--- src/rtl/costas_pkg.sv ---
// Shared types and helpers for the Costas PI loop filter.
package costas_pkg;

    // Loop-filter operating mode: wide gains while acquiring, narrow gains once locked.
    typedef enum logic [0:0] {
        ACQUIRE = 1'b0,
        TRACK   = 1'b1
    } costas_state_e;

    // Working width for the clamp helper; callers never pass more than 41 bits.
    localparam int SAT_W = 64;

    // Clamp a signed value into the representable range of a w-bit signed word.
    function automatic logic signed [SAT_W-1:0] sat_clamp(
        input logic signed [SAT_W-1:0] x,
        input int                      w
    );
        logic signed [SAT_W-1:0] hi;
        logic signed [SAT_W-1:0] lo;
        hi = (64'sd1 <<< (w - 1)) - 64'sd1;
        lo = -(64'sd1 <<< (w - 1));
        if (x > hi) begin
            sat_clamp = hi;
        end else if (x < lo) begin
            sat_clamp = lo;
        end else begin
            sat_clamp = x;
        end
    endfunction

    // Saturating signed add; both operands must already be sign-extended to SAT_W.
    function automatic logic signed [SAT_W-1:0] sat_add(
        input logic signed [SAT_W-1:0] a,
        input logic signed [SAT_W-1:0] b,
        input int                      w
    );
        sat_add = sat_clamp(a + b, w);
    endfunction

endpackage

--- src/rtl/costas_lock_detect.sv ---
// Lock detector: counts consecutive small/large error epochs and selects the gain set.
module costas_lock_detect
    import costas_pkg::*;
#(
    parameter int ABS_W       = 29,
    parameter int LOCK_THRESH = 2**20,
    parameter int LOCK_CNT    = 16,
    parameter int LOSS_CNT    = 4
) (
    input  logic              clk,
    input  logic              i_rst_n,
    input  logic              i_clear,
    input  logic              i_err_valid,
    input  logic [ABS_W-1:0]  i_err_abs,
    output costas_state_e     o_state,
    output logic              o_locked
);

    localparam int CNT_MAX = (LOCK_CNT > LOSS_CNT) ? LOCK_CNT : LOSS_CNT;
    localparam int CNT_W   = $clog2(CNT_MAX + 1);
    localparam logic [ABS_W-1:0] THRESH    = ABS_W'(LOCK_THRESH);
    localparam logic [CNT_W-1:0] LOCK_LAST = CNT_W'(LOCK_CNT - 1);
    localparam logic [CNT_W-1:0] LOSS_LAST = CNT_W'(LOSS_CNT - 1);

    costas_state_e    r_state;
    logic [CNT_W-1:0] r_lock_cnt;
    logic [CNT_W-1:0] r_loss_cnt;
    logic             r_locked;
    logic             w_small;

    assign w_small  = (i_err_abs < THRESH);
    assign o_state  = r_state;
    assign o_locked = r_locked;

    // Mode state machine with its two run-length counters; locked mirrors the next state.
    always_ff @(posedge clk) begin
        if (!i_rst_n || i_clear) begin
            r_state    <= ACQUIRE;
            r_lock_cnt <= '0;
            r_loss_cnt <= '0;
            r_locked   <= 1'b0;
        end else if (i_err_valid) begin
            case (r_state)
                ACQUIRE: begin
                    if (!w_small) begin
                        r_lock_cnt <= '0;
                    end else if (r_lock_cnt == LOCK_LAST) begin
                        r_state    <= TRACK;
                        r_locked   <= 1'b1;
                        r_lock_cnt <= '0;
                        r_loss_cnt <= '0;
                    end else begin
                        r_lock_cnt <= r_lock_cnt + CNT_W'(1);
                    end
                end
                TRACK: begin
                    if (w_small) begin
                        r_loss_cnt <= '0;
                    end else if (r_loss_cnt == LOSS_LAST) begin
                        r_state    <= ACQUIRE;
                        r_locked   <= 1'b0;
                        r_lock_cnt <= '0;
                        r_loss_cnt <= '0;
                    end else begin
                        r_loss_cnt <= r_loss_cnt + CNT_W'(1);
                    end
                end
                default: begin
                    r_state    <= ACQUIRE;
                    r_locked   <= 1'b0;
                    r_lock_cnt <= '0;
                    r_loss_cnt <= '0;
                end
            endcase
        end
    end

endmodule

--- src/rtl/costas_pi_filter.sv ---
// Two-stage PI loop filter for the Costas carrier loop with lock-dependent gains.
module costas_pi_filter
    import costas_pkg::*;
#(
    parameter int ERR_W        = 28,
    parameter int INT_W        = 40,
    parameter int OUT_W        = 32,
    parameter int KP_SHIFT_ACQ = 4,
    parameter int KI_SHIFT_ACQ = 10,
    parameter int KP_SHIFT_TRK = 8,
    parameter int KI_SHIFT_TRK = 16,
    parameter int LOCK_THRESH  = 2**20,
    parameter int LOCK_CNT     = 16,
    parameter int LOSS_CNT     = 4
) (
    input  logic                    clk,
    input  logic                    rst,
    input  logic                    err_valid,
    input  logic signed [ERR_W-1:0] phase_error,
    input  logic                    hold,
    input  logic                    clear,
    output logic                    nco_valid,
    output logic signed [OUT_W-1:0] nco_correction,
    output logic                    err_sign,
    output logic                    locked
);

    localparam int S_W   = INT_W + 1;
    localparam int ABS_W = ERR_W + 1;

    costas_state_e           w_state;
    logic signed [S_W-1:0]   w_err_wide;
    logic signed [ABS_W-1:0] w_err_ext;
    logic [ABS_W-1:0]        w_err_abs;
    logic signed [S_W-1:0]   w_prop;
    logic signed [S_W-1:0]   w_inc;
    logic signed [INT_W-1:0] w_integ_next;
    logic signed [OUT_W-1:0] w_out;

    logic                    r_v1;
    logic signed [S_W-1:0]   r_prop;
    logic signed [S_W-1:0]   r_inc;
    logic                    r_err_sign;
    logic signed [INT_W-1:0] r_integ;
    logic signed [OUT_W-1:0] r_nco;
    logic                    r_nco_valid;

    // |e| is one bit wider than the input so the most-negative code has a true magnitude.
    assign w_err_wide = S_W'(phase_error);
    assign w_err_ext  = ABS_W'(phase_error);
    assign w_err_abs  = w_err_ext[ABS_W-1] ? -w_err_ext : w_err_ext;

    costas_lock_detect #(
        .ABS_W       (ABS_W),
        .LOCK_THRESH (LOCK_THRESH),
        .LOCK_CNT    (LOCK_CNT),
        .LOSS_CNT    (LOSS_CNT)
    ) u_lock (
        .clk         (clk),
        .i_rst_n     (rst),
        .i_clear     (clear),
        .i_err_valid (err_valid),
        .i_err_abs   (w_err_abs),
        .o_state     (w_state),
        .o_locked    (locked)
    );

    // Gain selection uses the mode in force before this edge.
    always_comb begin
        w_prop = w_err_wide >>> KP_SHIFT_ACQ;
        w_inc  = w_err_wide >>> KI_SHIFT_ACQ;
        case (w_state)
            TRACK: begin
                w_prop = w_err_wide >>> KP_SHIFT_TRK;
                w_inc  = w_err_wide >>> KI_SHIFT_TRK;
            end
            ACQUIRE: begin
                w_prop = w_err_wide >>> KP_SHIFT_ACQ;
                w_inc  = w_err_wide >>> KI_SHIFT_ACQ;
            end
            default: begin
                w_prop = w_err_wide >>> KP_SHIFT_ACQ;
                w_inc  = w_err_wide >>> KI_SHIFT_ACQ;
            end
        endcase
    end

    // Stage 1: capture the scaled proportional and integral terms.
    always_ff @(posedge clk) begin
        if (!rst || clear) begin
            r_v1       <= 1'b0;
            r_prop     <= '0;
            r_inc      <= '0;
            r_err_sign <= 1'b0;
        end else begin
            r_v1 <= err_valid;
            if (err_valid) begin
                r_prop     <= w_prop;
                r_inc      <= w_inc;
                r_err_sign <= phase_error[ERR_W-1];
            end
        end
    end

    // Stage 2 arithmetic: saturating integrate (frozen while coasting) plus proportional term.
    always_comb begin
        w_integ_next = r_integ;
        if (hold) begin
            w_integ_next = r_integ;
        end else begin
            w_integ_next = INT_W'(sat_add(SAT_W'(r_integ), SAT_W'(r_inc), INT_W));
        end
        w_out = OUT_W'(sat_add(SAT_W'(r_prop), SAT_W'(w_integ_next), OUT_W));
    end

    // Stage 2 registers; a soft clear keeps the last correction so the NCO does not jump.
    always_ff @(posedge clk) begin
        if (!rst) begin
            r_integ     <= '0;
            r_nco       <= '0;
            r_nco_valid <= 1'b0;
        end else if (clear) begin
            r_integ     <= '0;
            r_nco_valid <= 1'b0;
        end else begin
            r_nco_valid <= r_v1;
            if (r_v1) begin
                r_integ <= w_integ_next;
                r_nco   <= w_out;
            end
        end
    end

    assign nco_valid      = r_nco_valid;
    assign nco_correction = r_nco;
    assign err_sign       = r_err_sign;

endmodule

--- config.mk ---
export PLATFORM = sky130hd
export DESIGN_NAME = costas_pi_filter
export DESIGN_NICKNAME = d
export VERILOG_FILES = /design/src/rtl/costas_pkg.sv /design/src/rtl/costas_lock_detect.sv /design/src/rtl/costas_pi_filter.sv
export SDC_FILE = /design/constraint.sdc
export NUM_CORES = 1
export LEC_CHECK = 0
export CORE_ASPECT_RATIO = 1.75
export CORE_MARGIN = 5
export CORE_UTILIZATION = 65
export DETAILED_ROUTE_END_ITERATION = 6
export GPL_ROUTABILITY_DRIVEN = 0
export GPL_TIMING_DRIVEN = 0
export PLACE_DENSITY = 0.86
export SLEW_MARGIN = 20
export SYNTH_ARGS = -nofsm -noshare
export SYNTH_HDL_FRONTEND = slang
export SYNTH_SLANG_ARGS = --single-unit
--- constraint.sdc ---
create_clock -name clk -period 9.34 [get_ports clk]
set_input_delay 2.802 -clock clk [delete_from_list [all_inputs] [get_ports clk]]
set_output_delay 2.802 -clock clk [all_outputs]
set_load 0.1 [all_outputs]
**Yosys cells after proc, flatten, opt, wreduce, memory -nomap -nowiden**

Index checks and enable logic that the tools add are counted.
Widths: inputs -> output; s select.

- Memories: 0
- Input bits: 33
- RAM bits: 0
- Latch bits: 0
- Output and inout port bits: 35
- Word-level logic and storage cells: 65
- Bits in registers: 169
- Memory bits (read-only): 0

- Add/sub/neg operators: 5
- Mux-type cells: 28
- $mul: 0
- Equality and inequality tests: 6
- Reduce and logical (&&, ||, !) cells: 7
- Shifts and indexed selects: 0
- Div/mod/pow operators: 0
- Bitwise logic cells: 3
- Magnitude comparators: 5

Operators with widths:

| kind | number |
|---|---|
| $pmux 41 s2 | 2 |
| $mux 40 | 3 |
| $mux 32 | 2 |
| $add 40x41->42 | 1 |
| $add 41x40->42 | 1 |
| $gt 42x32->1 const B | 1 |
| $gt 42x40->1 const B | 1 |
| $lt 42x32->1 const B | 1 |
| $lt 42x40->1 const B | 1 |
| $mux 5 | 8 |
| $lt 29x21->1 const B | 1 |
| $mux 29 | 1 |
| $neg 28->29 | 1 |
| $pmux 5 s2 | 2 |
| $add 5x1->5 const B | 2 |
| $mux 1 | 8 |
| $reduce_and 3->1 | 2 |
| $eq 5x2->1 const B | 1 |
| $eq 5x4->1 const B | 1 |
| $reduce_and 5->1 | 1 |
| $ne 2x1->1 const B | 2 |
| $ne 2x2->1 const B | 2 |
| $pmux 1 s2 | 2 |
| $not 1->1 | 3 |
| other kinds (4) | 4 |

**Longest topological paths before layout**

- Word-level depth: 9
- Gate-level depth with buffers: 27
- Mapped depth without buffers: 25

**By module**

A second synthesis with hierarchy kept.

- Cells, all modules: 1,434
- Area, all modules: 10,839.1 um2

Modules (own cells, without submodules):

| module | cells each | sequential area each (um2) | times used | area an instance (um2) |
|---|---|---|---|---|
| costas_pi_filter | 1,356 | 2,222.1 | 1 | 10,149.7 |
| costas_lock_detect | 78 | 240.2 | 1 | 689.4 |

**Worst setup path after synthesis**

No wires, ideal clock.

- Path kind: flip-flop to flip-flop
- Start: reg r_prop[39]
- End: reg r_nco[13] (netlist: nco_correction[13])
- Cell stages (with the launch flop): 25
- Data required time: 9.199 ns
- Buffers on the path: 2
- Arrival: 6.936 ns
- Slack: 2.263 ns
- Library setup time: 0.141 ns
- Cell sequence: dfxtp_1 ha_1 a21o_1 a21o_1 a21o_1 a31oi_1 nand2_1 o2111ai_1 a21oi_2 o31ai_4 a21oi_2 buf_2 a22oi_1 ha_1 a211oi_1 nor2_1 a211o_1 a21boi_2 o21ai_2 a211o_1 a2111oi_2 nand4b_1 o32ai_4 buf_6 o22ai_1

- Word-level cells in the longest chain between the ends: 4
- Elaborated cells on any way between the ends: 5
- Classes of those cells: 1 x add/sub; 2 x order compare; 2 x mux

RTL lines:

| element | line | text |
|---|---|---|
| start, declared | costas_pi_filter.sv:41 | `logic signed [S_W-1:0] r_prop;` |
| start signal, assigned | costas_pi_filter.sv:98 | `r_prop <= w_prop;` |
| $add 41x40->42 (*) | costas_pkg.sv:37 | `sat_add = sat_clamp(a + b, w);` |
| $lt 42x32->1 | costas_pkg.sv:24 | `end else if (x < lo) begin` |
| $mux 32 | costas_pkg.sv:24 |  |
| $mux 32 (*) | costas_pkg.sv:22 | `if (x > hi) begin` |
| end signal, assigned | costas_pi_filter.sv:129 | `r_nco <= w_out;` |
| end, declared | costas_pi_filter.sv:45 | `logic signed [OUT_W-1:0] r_nco;` |

Every way passes the cells marked *; elsewhere a longest branch is shown, timed or not.
A chain may end at the register's enable or synchronous reset.

**Worst setup path after layout**

- Start: reg r_integ[0]
- End: reg r_nco[7] (netlist: nco_correction[7])

- Word-level cells in the longest chain between the ends: 9
- Elaborated cells on any way between the ends: 11
- Classes of those cells: 2 x add/sub; 4 x order compare; 5 x mux

RTL lines:

| element | line | text |
|---|---|---|
| start, declared | costas_pi_filter.sv:44 | `logic signed [INT_W-1:0] r_integ;` |
| start signal, assigned | costas_pi_filter.sv:128 | `r_integ <= w_integ_next;` |
| $add 40x41->42 | costas_pkg.sv:37 |  |
| $lt 42x40->1 | costas_pkg.sv:24 |  |
| $mux 40 | costas_pkg.sv:24 |  |
| $mux 40 | costas_pkg.sv:22 |  |
| $mux 40 (*) | costas_pi_filter.sv:108 | `if (hold) begin` |
| named net w_integ_next[0] | costas_pi_filter.sv:37 | `logic signed [INT_W-1:0] w_integ_next;` |
| $add 41x40->42 (*) | costas_pkg.sv:37 |  |
| $lt 42x32->1 | costas_pkg.sv:24 |  |
| $mux 32 | costas_pkg.sv:24 |  |
| $mux 32 (*) | costas_pkg.sv:22 |  |

Mark *: on every way through the listed nets, which the timed path passes. The rest lies on a longest branch.

==> metrics.md <==
| Metric | Value |
|---|---|
| H-tree Lvls | 4 |
| Flop2flop setup slack | 1.30 ns |
| CTS Buf Count | 17 |
| CP Capture Type | flip-flop |
| Worst r2r path cells | 27 |
| Core area | 15800 um2 |
| Root Buffer | clkbuf_16 |
| DPL Wire Length | 25900 um |
| Drt first pass iters | 6 |
| Arrival @ worst endpoint | 8.36 ns |
| Worst vdd ir | 0.000165 V |
| Worst Clk Skew | 0.0136 ns |
| WS Path Type | reg -> reg |
| Synthesized area | 10400 um2 |
| Final hold violation count | 0 |
| Tightest Pin Transition | 0.992 ns |
| Crit path buffers/inverters | 3 |
| DRT antenna net count | 0 |
| Slew HR | 0.336 |
| Final min period | 8.04 ns |
| RSZ-0062 raised after global routing | false |
| Synth Warn # | 0 |
| CTS sink count | 123 |
| CP max-delay cell | a21boi_0 |
| # rows | 61 |
| Vias in the first global route | 10900 |
| Die Width | 106 um |
| Distinct cells, synth | 90 |
| Hold EP | u_lock.r_lock_cnt[4] |
| Crit path max-delay family | compound AO/OA/AOI/OAI gates |
| Worst hold path type | reg -> reg |
| Hold path depth | 2 |
| Antenna fix cells | 0 |
| Gate Count Post-Synth | 1357 |
| Final Cycle Share | 0.861 |
| Max Fclk | 124 MHz |
| Largest net degree at the start of global routing | 28 |
| Final nets | 1560 |
| First-pass GRT wire length | 53500 um |
| Initial Utilization | 0.659 |
| Via density | 6.93 |
| Max-slew violations | 0 |
| Synthesis-to-layout area growth | 14.8% |
| Fill count | 1206 |
| CP startpoint kind | flip-flop |
| CTS tree | built |
| IO Count | 68 |
| Worst-skew pair later-pin latency | 0.44 ns |
| Syn nets | 1474 |
| Worst path max stage delay | 0.56 ns |
| Die H | 177 um |
| Share of layout cells above drive strength 1 | 0.0687 |
| R2r startpoint | r_integ[0] |
| Finished Core Util | 0.757 |
| Final TNS setup | 0 ns |
| Vias post-DR | 11400 |
| Worst Hold Launch | u_lock.r_lock_cnt[4] |
| Max-cap violations | 0 |
| WL final | 34000 um |
| 1st-iter DRT viols | 994 |
| Port Buffers | 66 |
| Primary FF master, synth | dfxtp_1 |
| GRT overflow | 0 |
| Worst r2r dst | nco_correction[7] |
| Final setup vio count | 0 |
| Status | finished, final reports clean |
| Syn avg cell area | 7.68 um2 |
| DIE AREA | 18800 um2 |
| Power Dens Cells | 139 nW/um2 |
| Sequential fraction of the synthesis area | 0.236 |
| Hold-fix buffers, CTS | 0 |
| Number of synthesized flops with an enable pin | 0 |
| Postcts setup bufs | 0 |
| Residual DRC | 0 |
| Post-cts sizing count | 0 |
| Seq cells post-synth | 123 |
| Leakage power | 4.91 nW |
| Initial antenna violation count | 0 |
| Critical path fanouts, max | 10 |
| Wire per inst | 20.7 um |
| Share of synthesized registers carrying an async set or reset | 0 |
| Clock buffer depth | 2 |
| Critical Path RT | 9.66 ns |
| Clock-pin slew on the worst setup and hold paths | 0.07 ns |
| Power Total | 1.66 mW |
| All-layer global routing usage | 0.355 |
stage by stage:
stage          hold slack (ns)  std cells  setup slack, ns  cell area (um2)
5_1_grt                  0.462       1645             1.04            12000
3_3_place_gp             0.421       1612             1.26            11300
4_1_cts                  0.448       1645             1.64            12000
2_1_floorplan            0.410       1357             2.26            10400
6_report                 0.444       1645             1.30            12000
3_5_place_dp             0.435       1613             1.68            11300
cell type report:
| class | count | area, um2 | area share |
|---|---|---|---|
| buffer | 77 | 378 | 0.0316 |
| clock buffer | 18 | 439 | 0.0367 |
| clock inverter | 14 | 174 | 0.0145 |
| inverter | 27 | 101 | 0.00848 |
| multi-input combinational | 1130 | 7480 | 0.625 |
| sequential | 123 | 2460 | 0.206 |
| tap | 189 | 236 | 0.0198 |
| timing repair buffer | 67 | 688 | 0.0576 |
registers in the layout (all words and copies together), names as in the netlist, 5 cells and up:
register / count
r_integ: 40
r_prop: 24
u_lock.r_lock_cnt: 5
nco_correction: 32
u_lock.r_loss_cnt: 5
r_inc: 13
cells by family (layout without fill, tap and decap cells):
family / count (synthesis) / after routing / share of synthesized area
AO/OA/AOI/OAI: 595 / 595 / 0.369
AND/OR/NAND/NOR: 382 / 382 / 0.187
buffers and inverters: 104 / 203 / 0.0460
flip-flops: 123 / 123 / 0.236
multiplexers: 9 / 9 / 0.00865
XOR/XNOR: 60 / 60 / 0.0504
adder cells (fa/ha/maj): 84 / 84 / 0.102
report_power, final:
group / internal [mW] / leakage (nW) / total, mW / switching [mW]
Combinational: 0.129 / 3.61 / 0.398 / 0.269
Clock: 0.413 / 0.301 / 0.701 / 0.289
Sequential: 0.545 / 1.00 / 0.561 / 0.0162
Total: 1.09 / 4.91 / 1.66 / 0.574
synthesized netlist by cell type, drive strengths merged, types with 27 or more instances:
master,n,share of area
nor2b,28,0.017
a21oi,174,0.086
o22ai,33,0.024
xnor2,32,0.027
nand2,109,0.039
nand2b,38,0.023
ha,82,0.098
o21ai,162,0.078
a21o,40,0.029
a2bb2oi,35,0.030
nand3,29,0.014
dfxtp,123,0.24
xor2,28,0.024
nor2,70,0.025
clkbuf,53,0.020
inv,27,0.0097
cells in the final DEF (no fill, tap or decap), drive strengths merged, types with 11 or more instances in the layout:
master	count
dfxtp	123
nor3	19
ha	82
o22ai	33
nor2b	28
xnor2	32
nor2	70
a211oi	22
o21a	18
nand2b	38
xor2	28
a31oi	19
buf	25
a2bb2oi	35
inv	37
nand2	109
nand4	20
o211ai	11
nand3	29
a21oi	174
clkdlybuf4s50	66
and2	13
or3	14
o21ai	162
clkbuf	71
o21bai	15
a21o	40
metal layers:
metal  vias to the layer above  global-route usage  part of all wire
met2                       622               0.631              0.50
met3                       220              0.0572             0.063
met4                         0               0.311             0.098
li1                       5267                   -                 -
met5                         -                   0                 0
met1                      5299               0.354              0.34
worst register-to-register path, stage by stage, from the launching register on:
cell and delay (ns):
dfxtp_1 0.36, ha_1 0.19, inv_1 0.06, fa_1 0.45, nor2b_1 0.15, o21ai_0 0.15, a21boi_0 0.56, o21ai_1 0.27
a21boi_0 0.51, o2111ai_1 0.34, a21oi_2 0.39, o31ai_4 0.16, a21oi_2 0.43, buf_2 0.35, a2bb2oi_1 0.20, ha_1 0.27
fa_1 0.42, a211oi_1 0.30, o21ai_0 0.26, a21boi_1 0.38, nor3_1 0.16, or4_1 0.52, nand3_1 0.14, or3_1 0.12
nor4bb_1 0.04, a21oi_1 0.45, buf_6 0.23, o22ai_1 0.09
worst max-delay path by stage:
stage / cells after the start / end / from / slack (ns)
finish: 27 / nco_correction[7] / r_integ[0] / 1.30
global route: 27 / nco_correction[7] / r_integ[0] / 1.04
CTS: 27 / nco_correction[7] / r_integ[0] / 1.64
detailed placement: 17 / nco_correction[7] / hold / 1.68
global placement: 24 / nco_correction[7] / r_prop[39] / 1.26
floorplan: 24 / nco_correction[13] / r_prop[39] / 2.26
No activity file was read; power rests on OpenSTA's default activity.
